### src/rtl/multicycle_adder_if.sv
// Operand/result handshake bundle for multicycle_adder.
// slave is the adder side; master is the side that issues operands and drains results.
interface multicycle_adder_if #(
    parameter int unsigned WIDTH = 32
);
    logic             i_valid;
    logic             o_ready;
    logic [WIDTH-1:0] i_data_a;
    logic [WIDTH-1:0] i_data_b;
    logic             i_carry;
    logic             i_sub;
    logic             o_valid;
    logic             i_ready;
    logic [WIDTH-1:0] o_data;
    logic             o_carry;
    logic             o_overflow;

    modport slave (
        input  i_valid, i_data_a, i_data_b, i_carry, i_sub, i_ready,
        output o_ready, o_valid, o_data, o_carry, o_overflow
    );

    modport master (
        output i_valid, i_data_a, i_data_b, i_carry, i_sub, i_ready,
        input  o_ready, o_valid, o_data, o_carry, o_overflow
    );
endinterface

### src/rtl/multicycle_adder.sv
// Sequential add/sub unit: CHUNK bits per cycle through a ripple chain,
// inter-chunk carry held in a register, valid/ready on operands and result.
module multicycle_adder #(
    parameter int unsigned WIDTH = 32,
    parameter int unsigned CHUNK = 8
) (
    input  logic                 i_clk,
    input  logic                 i_rst_n,
    multicycle_adder_if.slave    bus
);
    localparam int unsigned NCHUNK = WIDTH / CHUNK;
    localparam int unsigned CNT_W  = (NCHUNK > 1) ? $clog2(NCHUNK) : 1;
    localparam int unsigned SH_W   = $clog2(WIDTH) + 1;
    localparam int unsigned CW1    = CHUNK + 1;
    localparam logic [WIDTH-1:0] CHUNK_MASK = WIDTH'({CHUNK{1'b1}});

    if (WIDTH < 1 || CHUNK < 1 || CHUNK > WIDTH || (WIDTH % CHUNK) != 0) begin : g_bad_params
        $error("multicycle_adder: WIDTH must be a positive multiple of CHUNK");
    end

    typedef enum logic [1:0] {IDLE, CALC, DONE} state_t;

    state_t           state;
    logic [WIDTH-1:0] a_reg;
    logic [WIDTH-1:0] b_reg;
    logic [WIDTH-1:0] psum;
    logic [CNT_W-1:0] cnt;
    logic             carry;

    logic [SH_W-1:0]  sh;
    logic [CHUNK-1:0] a_chunk;
    logic [CHUNK-1:0] b_chunk;
    logic [CHUNK:0]   chunk_res;
    logic [WIDTH-1:0] psum_next;
    logic             msb_cin;
    logic             last;

    // One chunk of the ripple chain, selected by the chunk counter
    always_comb begin
        sh        = SH_W'(cnt) * SH_W'(CHUNK);
        a_chunk   = CHUNK'(a_reg >> sh);
        b_chunk   = CHUNK'(b_reg >> sh);
        chunk_res = CW1'(a_chunk) + CW1'(b_chunk) + CW1'(carry);
        psum_next = (psum & ~(CHUNK_MASK << sh)) | (WIDTH'(chunk_res[CHUNK-1:0]) << sh);
        // Carry into the chunk's top bit recovered from its sum bit
        msb_cin   = a_chunk[CHUNK-1] ^ b_chunk[CHUNK-1] ^ chunk_res[CHUNK-1];
        last      = (cnt == CNT_W'(NCHUNK - 1));
    end

    always_ff @(posedge i_clk or negedge i_rst_n) begin
        if (!i_rst_n) begin
            state          <= IDLE;
            a_reg          <= '0;
            b_reg          <= '0;
            psum           <= '0;
            cnt            <= '0;
            carry          <= 1'b0;
            bus.o_ready    <= 1'b1;
            bus.o_valid    <= 1'b0;
            bus.o_data     <= '0;
            bus.o_carry    <= 1'b0;
            bus.o_overflow <= 1'b0;
        end else begin
            case (state)
                IDLE: begin
                    if (bus.i_valid) begin
                        a_reg       <= bus.i_data_a;
                        b_reg       <= bus.i_sub ? ~bus.i_data_b : bus.i_data_b;
                        carry       <= bus.i_sub | bus.i_carry;
                        cnt         <= '0;
                        bus.o_ready <= 1'b0;
                        state       <= CALC;
                    end
                end
                CALC: begin
                    psum  <= psum_next;
                    carry <= chunk_res[CHUNK];
                    if (last) begin
                        cnt            <= '0;
                        bus.o_data     <= psum_next;
                        bus.o_carry    <= chunk_res[CHUNK];
                        bus.o_overflow <= msb_cin ^ chunk_res[CHUNK];
                        bus.o_valid    <= 1'b1;
                        state          <= DONE;
                    end else begin
                        cnt <= cnt + CNT_W'(1);
                    end
                end
                DONE: begin
                    // Ready returns only after the handoff edge, so no accept overlaps it
                    if (bus.i_ready) begin
                        bus.o_valid <= 1'b0;
                        bus.o_ready <= 1'b1;
                        state       <= IDLE;
                    end
                end
                default: begin
                    bus.o_valid <= 1'b0;
                    bus.o_ready <= 1'b1;
                    state       <= IDLE;
                end
            endcase
        end
    end
endmodule

### src/flat_wrapper.sv
// flat-port wrapper written by rule: the top's interface ports become plain ports
module multicycle_adder_flat 
#(
    parameter int unsigned WIDTH = 32,
    parameter int unsigned CHUNK = 8
)
  (i_clk, i_rst_n, bus_i_valid, bus_i_data_a, bus_i_data_b, bus_i_carry, bus_i_sub, bus_i_ready, bus_o_ready, bus_o_valid, bus_o_data, bus_o_carry, bus_o_overflow);
  multicycle_adder_if #(.WIDTH(WIDTH)) bus_i ();
  input  logic i_clk;
  input  logic i_rst_n;
  input wire logic [$bits(bus_i.i_valid)-1:0] bus_i_valid;
  input wire logic [$bits(bus_i.i_data_a)-1:0] bus_i_data_a;
  input wire logic [$bits(bus_i.i_data_b)-1:0] bus_i_data_b;
  input wire logic [$bits(bus_i.i_carry)-1:0] bus_i_carry;
  input wire logic [$bits(bus_i.i_sub)-1:0] bus_i_sub;
  input wire logic [$bits(bus_i.i_ready)-1:0] bus_i_ready;
  output wire logic [$bits(bus_i.o_ready)-1:0] bus_o_ready;
  output wire logic [$bits(bus_i.o_valid)-1:0] bus_o_valid;
  output wire logic [$bits(bus_i.o_data)-1:0] bus_o_data;
  output wire logic [$bits(bus_i.o_carry)-1:0] bus_o_carry;
  output wire logic [$bits(bus_i.o_overflow)-1:0] bus_o_overflow;
  assign bus_i.i_valid = bus_i_valid;
  assign bus_i.i_data_a = bus_i_data_a;
  assign bus_i.i_data_b = bus_i_data_b;
  assign bus_i.i_carry = bus_i_carry;
  assign bus_i.i_sub = bus_i_sub;
  assign bus_i.i_ready = bus_i_ready;
  assign bus_o_ready = bus_i.o_ready;
  assign bus_o_valid = bus_i.o_valid;
  assign bus_o_data = bus_i.o_data;
  assign bus_o_carry = bus_i.o_carry;
  assign bus_o_overflow = bus_i.o_overflow;
  multicycle_adder #(.WIDTH(WIDTH), .CHUNK(CHUNK)) u_core (.i_clk(i_clk), .i_rst_n(i_rst_n), .bus(bus_i));
endmodule
### config.mk
export PLATFORM = sky130hd
export DESIGN_NAME = multicycle_adder_flat
export DESIGN_NICKNAME = d
export VERILOG_FILES = /design/src/rtl/multicycle_adder_if.sv /design/src/rtl/multicycle_adder.sv /design/src/flat_wrapper.sv
export SDC_FILE = /design/constraint.sdc
export NUM_CORES = 1
export LEC_CHECK = 0
export BUFFER_PORTS_ARGS = -buffer_cell sky130_fd_sc_hd__buf_2
export CAP_MARGIN = 20
export CORE_MARGIN = 1
export CORE_UTILIZATION = 55
export CTS_CLUSTER_DIAMETER = 80
export CTS_CLUSTER_SIZE = 20
export DETAILED_ROUTE_END_ITERATION = 6
export PLACE_DENSITY = 0.76
export SYNTH_ARGS = -nofsm -noshare
export SYNTH_HDL_FRONTEND = slang
export SYNTH_SLANG_ARGS = --single-unit
### constraint.sdc
create_clock -name i_clk -period 6.9 [get_ports i_clk]
set_input_delay 1.38 -clock i_clk [delete_from_list [all_inputs] [get_ports i_clk]]
set_output_delay 1.38 -clock i_clk [all_outputs]
set_load 0.01 [all_outputs]
* Word level (Yosys, flattened, before mapping)
Index checks and enable logic that the tools add are counted.
** Word-level totals
- RAM bits :: 0
- Input port bits :: 70
- Output and inout bits :: 36
- Memory bits (read-only) :: 0
- Flip-flop bits (word level) :: 137
- Logic and storage cells :: 58
- Bits in latches :: 0
- Memories :: 0
** Operators by class
- Mux-type cells :: 16
- Bitwise gates (word level) :: 10
- Order comparisons :: 0
- Reductions and logical operators :: 8
- $add $sub $neg :: 3
- Equal/unequal tests :: 6
- Divide/modulo/power cells :: 0
- Shift-type cells :: 4
- Multiply operators :: 0
** Operators by type and width (count)
- $not A32 Y32 :: 2
- $shr A32 B5 Y8 :: 2
- $and A32 B32 Y32 :: 1
- $mux W32 :: 1
- $or A32 B32 Y32 :: 1
- $shl A8 B5 Y32 :: 1
- $shl A8 B5 Y32 const A :: 1
- $mux W2 :: 5
- $add A8 B8 Y9 :: 1
- $add A9 B1 Y9 :: 1
- $reduce_and A3 Y1 :: 3
- $pmux W1 S3 :: 2
- $pmux W2 S3 :: 1
- $reduce_and A2 Y1 :: 3
- $mux W1 :: 5
- $eq A2 B2 Y1 const B :: 2
- $ne A2 B2 Y1 const B :: 2
- $pmux W2 S2 :: 1
- $xor A1 B1 Y1 :: 3
- $add A2 B1 Y2 const B :: 1
- $eq A2 B1 Y1 const B :: 1
- $logic_not A2 Y1 :: 1
- $ne A2 B1 Y1 const B :: 1
- $not A1 Y1 :: 2
- 3 further kinds :: 3

* Logic depth before layout (Yosys ltp)
Gate-level depths: netlist (run 1).
- Word-level depth :: 5
- Depth in mapped cells :: 10
- Mapped depth without buffers :: 8

* Worst setup path after synthesis (run 1)
Ideal clock, no wire load.
- Path type :: reg2reg
- Start point :: reg u_core.cnt[0]
- End point :: reg u_core.bus.o_overflow
- Path slack :: 3.747 ns
- Cell stages (with the launch flop) :: 11
- Arrival time :: 3.021 ns
- Data required time :: 6.768 ns
- Period minus slack after synthesis :: 3.153 ns
- Path buffers :: 2
- Library setup time :: 0.132 ns
- Cell sequence :: dfrtp_1 -> buf_2 -> buf_2 -> mux4_2 -> fa_1 -> fa_1 -> nand3_1 -> nand2_1 -> a221oi_2 -> xnor2_1 -> o21ai_1
** On the way
- Longest elaborated chain between the ends :: 5
- Elaborated cells on any way between the ends :: 9
- Classes of those cells :: add/sub: 2; eq/ne: 1; shift: 2; bitwise: 3; reduce/logical: 1
** Ends and longest elaborated chain
- start: declaration :: RTL line multicycle_adder.sv:27 : logic [CNT_W-1:0] cnt;
- start signal: assignment :: RTL line multicycle_adder.sv:86 : cnt <= cnt + CNT_W'(1);
- $shr A32 B5 Y8 (on tied branches) :: RTL line multicycle_adder.sv:41, multicycle_adder.sv:42
- $add A8 B8 Y9 :: RTL line multicycle_adder.sv:43 : chunk_res = CW1'(a_chunk) + CW1'(b_chunk) + CW1'(carry);
- $add A9 B1 Y9 :: RTL line multicycle_adder.sv:43
- $xor A1 B1 Y1 :: RTL line multicycle_adder.sv:46 : msb_cin = a_chunk[CHUNK-1] ^ b_chunk[CHUNK-1] ^ chunk_res[CHUNK-1];
- $xor A1 B1 Y1 :: RTL line multicycle_adder.sv:82 : bus.o_overflow <= msb_cin ^ chunk_res[CHUNK];
- end signal: assignment :: RTL line multicycle_adder.sv:82
- end: declaration :: RTL line multicycle_adder_if.sv:20 : output o_ready, o_valid, o_data, o_carry, o_overflow
Several ways; a longest one is shown, not always the timed one.
A chain may end at the register's enable or synchronous reset.

* Worst setup path in the final report (run 1)
- Start point :: reg u_core.cnt[1]
- End point :: reg u_core.bus.o_data[22]
** On the way
- Longest elaborated chain between the ends :: 5
- Elaborated cells on any way between the ends :: 11
- Classes of those cells :: add/sub: 2; eq/ne: 1; shift: 4; bitwise: 3; reduce/logical: 1
** Ends and longest elaborated chain
- $shr A32 B5 Y8 (on tied branches) :: RTL line multicycle_adder.sv:41, multicycle_adder.sv:42
- $add A8 B8 Y9 :: RTL line multicycle_adder.sv:43
- $add A9 B1 Y9 :: RTL line multicycle_adder.sv:43
- $shl A8 B5 Y32 :: RTL line multicycle_adder.sv:44 : psum_next = (psum & ~(CHUNK_MASK << sh)) | (WIDTH'(chunk_res[CHUNK-1:0]) << sh);
- $or A32 B32 Y32 :: RTL line multicycle_adder.sv:44
- end signal: assignment :: RTL line multicycle_adder.sv:80 : bus.o_data <= psum_next;
- end: declaration :: RTL line multicycle_adder_if.sv:20
Several ways; a longest one is shown, not always the timed one.

==> results.cfg, run 1 <==
[run_status]
run_status = finished, final reports clean

[setup_path]
timing.setup.critical_path_class = register to register
ff2ff_path_depth = 8
worstSetupEndpointType = register
crit_path_max_fanout = 26
startpoint_type = register
cp_required_ns = 7.35
critPathArrivalTime_ns = 3.97

[yosys]
ys_top_cells_by_area = dfrtp_1 53%, nand2_1 7.7%, mux4_2 5.9%
yosys.area.top_type_share_pct = 52.5
synth_edf_count = 0
synth_area_per_cell_um2 = 10.4
post_synthesis_net_count = 671
yosysWarnings = 0
synthDistinctLibCells = 42
syn-instance-count = 588
synthFlopType = dfrtp_1
synth-seq-cells = 129
yosysSeqAreaShare_pct = 52.9
ys_async_sr_fraction_pct = 100
synth_largest_area_cell = dfrtp_1
syn_area_um2 = 6100

[finish]
multi_input_area_um2 = 2680
mostFrequentLayoutCell = dfrtp_1
n_antenna_cell = 0
design.final.nets = 766
fillers = 876
regArea_um2 = 3230
layout_overhead_on_the_synthesized_area_pct = 19.3
final_cell_mix = 128 x dfrtp_1, 125 x nand2_1, 104 x buf_2, 76 x nor2_1, 45 x a21oi_1
ratio_of_cells_with_drive_above_1_in_the_final_layout_pct = 25.3

[die]
standard_cell_row_count = 38
boundaryPins = 106
die_x_um = 107
die_h_um = 107
dieArea_um2 = 11500
core_um2 = 10800
start_util_pct = 56.3

[cts]
clkSlewWorstSetupHoldPaths_ns = 0.06
ctsLongestPathBuffers = 2
clk_root_buffer_cell = clkbuf_8
count_of_hold_buffers_inserted_by_post_cts_repair = 0
cts_made_buffers = 17
cts_tree = done
htree_levels = 4
postCtsSetupBuffers = 0
post_cts.resized_instances = 0
cts.sink_count = 129
clk-insertion-delay-late_ns = 0.53

[detailed_routing]
detailroute.via_count = 4661
ant_nets = 0
detailedRoute.firstIterationViolations = 264
post-route-drc-count = 0
wl_met3_um = 657
wl_met1_mm = 5.75
drt-total-wl_mm = 13.7
met2_length_mm = 6.97
wire_per_inst_um = 16.4
route.detailed.vias_per_inst = 5.58
drt_pre_antenna_iters = 5
uppermost_signal_routing_layer_after_detailed_routing = met4

[sta]
final_min_period_over_clock_period_pct = 51.0
slew_violations = 0
skew_ns = 0.00805
fin_setup_tns_ns = 0
slew-limit-headroom_pct = 24.8
final.min_clock_period_ns = 3.52
fmax_mhz = 284
tightestPinTransition_ns = 1.13
final-hold-violation-count = 0
final_layout_worst_hold_slack_ns = 0.473
setup_repair_after_global_routing_missed_its_margin = no
setup_viol_count_final = 0

[placed_design]
place_congestion = 0.789
dp_hpwl_mm = 9.39
numPortBuffers = 105

[grt]
grt_pass1_vias = 4719
maximum_number_of_pins_on_one_net_before_global_route_repair = 99
track_usage_pct = 26.8
overflow_left_after_global_routing = 0
antenna_found_initial = 0
grt_pass1_wl_mm = 23.2

[hold_path]
min_path_type = register to register
hold-path-cell-count = 2

[pwr]
vdd_drop_max_uv = 415
static-leakage-power_nw = 3.42
power_per_cell_area_nw_per_um2 = 644

[flow_run]
drv_cap = 0
## worst max-delay path, stage by stage, from the launching register on
cell and delay, ns:
dfrtp_1 1.09, mux4_2 0.44, fa_1 0.47, fa_1 0.43, nand3_1 0.15, a21oi_1 0.11
o311ai_4 0.50, a221oi_2 0.11, nor2_1 0.14
## report_power, final
group	leakage (nW)	switching (mW)	internal, mW
logic	1.60	1.49	0.950
registers	1.55	0.244	1.12
clock network	0.273	0.330	0.544
total	3.42	2.07	2.62
## per-layer routing
layer | global-route usage [%] | vias up
li1 | - | 2215
met1 | 33.9 | 2283
met2 | 44.3 | 139
met3 | 6.60 | 24
met4 | 11.0 | 0
met5 | 0 | -
## synth_stat cells (all sizes together), types with 2 or more instances
cell type    n
nand3        5
clkbuf      15
a211oi       2
a22o        22
mux4        16
nor2        76
xnor2       37
o31ai        3
fa           2
and3         6
nor2b        2
a21oi       46
buf         19
nor3b        2
nor3         4
inv         12
dfrtp      128
o21bai       2
a221oi      20
ha          11
nand2      125
o21ai       22
## final timing paths
| check | startpoint | endpoint | slack (ns) |
|---|---|---|---|
| max in group asynchronous | i_rst_n | u_core.psum[4] | 4.64 |
| max | u_core.cnt[1] | u_core.bus.o_data[22] | 3.38 |
| min reg2reg | u_core.bus.o_data[29] | u_core.bus.o_data[29] | 0.47 |
| max reg2reg | u_core.cnt[1] | u_core.bus.o_data[22] | 3.38 |
| min in group asynchronous | i_rst_n | u_core.b_reg[26] | 0.88 |
| min | u_core.bus.o_data[29] | u_core.bus.o_data[29] | 0.47 |
## final cells by class
cell class              count  area share [%]
multi-input cells         413            36.8
clock buffers              21            6.31
repair buffers            110            7.77
inverters                  12           0.619
flip-flops and latches    129            44.4
clock inverters            11            1.77
well taps                 140            2.41
## logic make-up (layout without fill, tap and decap cells)
kind of cell / after synthesis / after routing / share of synthesized area [%]
compound gates: 123 / 123 / 14.4
xor+xnor: 38 / 38 / 5.83
fa+ha+maj: 13 / 13 / 2.91
buf+inv: 46 / 154 / 3.26
flops: 129 / 129 / 52.9
mux: 16 / 16 / 5.91
simple gates: 223 / 223 / 14.7
## per-stage QoR
stage               total power, mW  setup slack, ns  utilization (%)  std cells  area, um2
floorplan                      3.12             3.75                -        588       6100
global placement               3.67             3.60             61.7        804       6690
detailed placement             3.79             3.41             61.7        804       6690
CTS                            4.69             3.40             67.2        836       7280
global route                   5.03             3.23             67.2        836       7280
finish                         4.69             3.38             67.2        836       7280
No activity file was read; power rests on OpenSTA's default activity.
==> inputs of run 2 (changes only) <==
==> constraint.sdc (replaced) <==
create_clock -name i_clk -period 3.35 [get_ports i_clk]
set_input_delay 0.67 -clock i_clk [delete_from_list [all_inputs] [get_ports i_clk]]
set_output_delay 0.67 -clock i_clk [all_outputs]
set_load 0.01 [all_outputs]
==> run 2 against run 1 <==
Against the previous run: clock skew increased by 0.0029 ns; sequential power rose by 100%; via count up 1.4%.
==> results.cfg, run 2 (synthesis results as in run 1) <==
[run_status]
run_status = finished, final reports clean

[grt]
grt_pass1_vias = 4863
grt_pass1_wl_mm = 23.6
overflow_left_after_global_routing = 0
antenna_found_initial = 0
maximum_number_of_pins_on_one_net_before_global_route_repair = 73
track_usage_pct = 27.1

[finish]
layout_overhead_on_the_synthesized_area_pct = 19.5
final_cell_mix = 128 x dfrtp_1, 125 x nand2_1, 104 x buf_2, 76 x nor2_1, 45 x a21oi_1
mostFrequentLayoutCell = dfrtp_1
n_antenna_cell = 0
design.final.nets = 773
ratio_of_cells_with_drive_above_1_in_the_final_layout_pct = 25.9
instances_no_fill = 842
fillers = 806

[die]
core_um2 = 10800
die_h_um = 107
die_x_um = 107
standard_cell_row_count = 38
start_util_pct = 56.3
dieArea_um2 = 11500
boundaryPins = 106

[flow_run]
drv_cap = 0

[setup_path]
crit_path_max_fanout = 7
worstReg2RegStart = u_core.cnt[0]
crit_start = u_core.cnt[0]
ff2ff_path_depth = 8
startpoint_type = register
crit_chain = mux4_2, fa_1, fa_1, nand3_1, a21oi_1, o311ai_4, a221oi_2, nor2_1
worst_r2r_endpoint = u_core.bus.o_data[6]
crit_end = u_core.bus.o_data[6]
critical_path.most_common_cell = fa_1
timing.critical_path.buf_inv = 0
regToRegSetupSlack_ns = 0.43
cp_required_ns = 3.80
slowest_cell_on_the_critical_path = mux4_2
critical_path.top_delay_family = adder cells
critical_path.max_stage_delay_ns = 0.54
timing.setup.critical_path_class = register to register
critPathArrivalTime_ns = 3.37
worst-path-stages = 8
worstSetupEndpointType = register

[sta]
slew-limit-headroom_pct = 33.7
skew_ns = 0.0110
setup_repair_after_global_routing_missed_its_margin = no
tightestPinTransition_ns = 0.995
fin_setup_tns_ns = 0
final_min_period_over_clock_period_pct = 87.1
slew_violations = 0
final.min_clock_period_ns = 2.92
final-hold-violation-count = 0
setup_viol_count_final = 0
fmax_mhz = 343

[cts]
cts.sink_count = 129
cts_tree = done
count_of_hold_buffers_inserted_by_post_cts_repair = 0
clkSlewWorstSetupHoldPaths_ns = 0.06
clk-insertion-delay-late_ns = 0.53
post_cts.resized_instances = 0
postCtsSetupBuffers = 0
clk_root_buffer_cell = clkbuf_8
htree_levels = 4
cts_made_buffers = 17
ctsLongestPathBuffers = 2

[detailed_routing]
detailroute.via_count = 4726
ant_nets = 0
wire_per_inst_um = 16.7
drt_pre_antenna_iters = 5
route.detailed.vias_per_inst = 5.61
drt-total-wl_mm = 14.0
detailedRoute.firstIterationViolations = 197
post-route-drc-count = 0

[pwr]
p_clk_share_pct = 16.9
vdd_drop_max_uv = 903
pwr-share-seq_pct = 28.8
swShare_pct = 44.5
power_per_cell_area_nw_per_um2 = 1310
static-leakage-power_nw = 3.43
power_switching_mw = 4.26
combinationalPowerShare_pct = 54.3
p_int_mw = 5.31

[placed_design]
numPortBuffers = 105
place_congestion = 0.831
dpl.cell_count = 811
dp_hpwl_mm = 9.78

[hold_path]
min_path_type = input pin to asynchronous set/reset pin
==> run 2: cell count changes in the layout (fill, tap and decap cells not counted), sizes merged <==
cell	change
inv	-2
buf	+7
clkinv	+3
bufinv	-2
==> run 2: stage by stage <==
step / hold WS (ns) / utilization (%) / area [um2] / power, mW / setup slack [ns]
floorplan: 0.374 / - / 6100 / 6.42 / 0.197
global placement: 0.454 / 62.4 / 6770 / 7.68 / 0.544
detailed placement: 0.461 / 62.4 / 6770 / 7.93 / 0.433
CTS: 0.0675 / 67.3 / 7290 / 9.58 / 0.416
global route: 0.0864 / 67.3 / 7290 / 10.2 / 0.262
finish: 0.0686 / 67.3 / 7290 / 9.57 / 0.432
==> run 2: worst reg2reg max path: stages, from the launching register on <==
cell	delay (ns)
dfrtp_1	0.43
mux4_2	0.54
fa_1	0.48
fa_1	0.43
nand3_1	0.16
a21oi_1	0.12
o311ai_4	0.47
a221oi_2	0.10
nor2_1	0.14
==> run 2: layer usage <==
layer	GRT usage, %	part of all wire, %	up-vias
met3	5.69	4.4	31
met2	45.1	51	150
met4	11.5	2.4	0
met1	34.5	42	2322
li1	-	-	2223
met5	0	0	-
==> run 2: cell type report <==
type / instances / area [um2] / share of cell area [%]
clock inverter: 10 / 62.6 / 0.858
tap: 140 / 175 / 2.40
timing repair buffer: 117 / 643 / 8.82
sequential: 129 / 3230 / 44.3
clock buffer: 21 / 459 / 6.30
multi-input combinational: 413 / 2680 / 36.7
inverter: 12 / 45.0 / 0.618
==> run 2: worst min-delay path by stage <==
stage                           from               end  slack, ns  cells after the start
finish                       i_rst_n  u_core.b_reg[10]       0.07                      1
detailed placement  u_core.a_reg[16]  u_core.a_reg[16]       0.46                      2
global route                 i_rst_n   u_core.b_reg[2]       0.09                      1
floorplan                    i_rst_n   u_core.a_reg[0]       0.37                      0
CTS                          i_rst_n   u_core.b_reg[2]       0.07                      1
global placement    u_core.a_reg[10]  u_core.a_reg[10]       0.45                      2
==> run 2: power by group through the flow <==
| stage | Clock [mW] | Sequential [mW] | Combinational (mW) |
|---|---|---|---|
| floorplan | 0 | 2.73 | 3.69 |
| CTS | 1.63 | 2.76 | 5.19 |
| global placement | 0 | 2.72 | 4.96 |
| global route | 1.71 | 2.84 | 5.70 |
| detailed placement | 0 | 2.77 | 5.16 |
| finish | 1.62 | 2.76 | 5.19 |
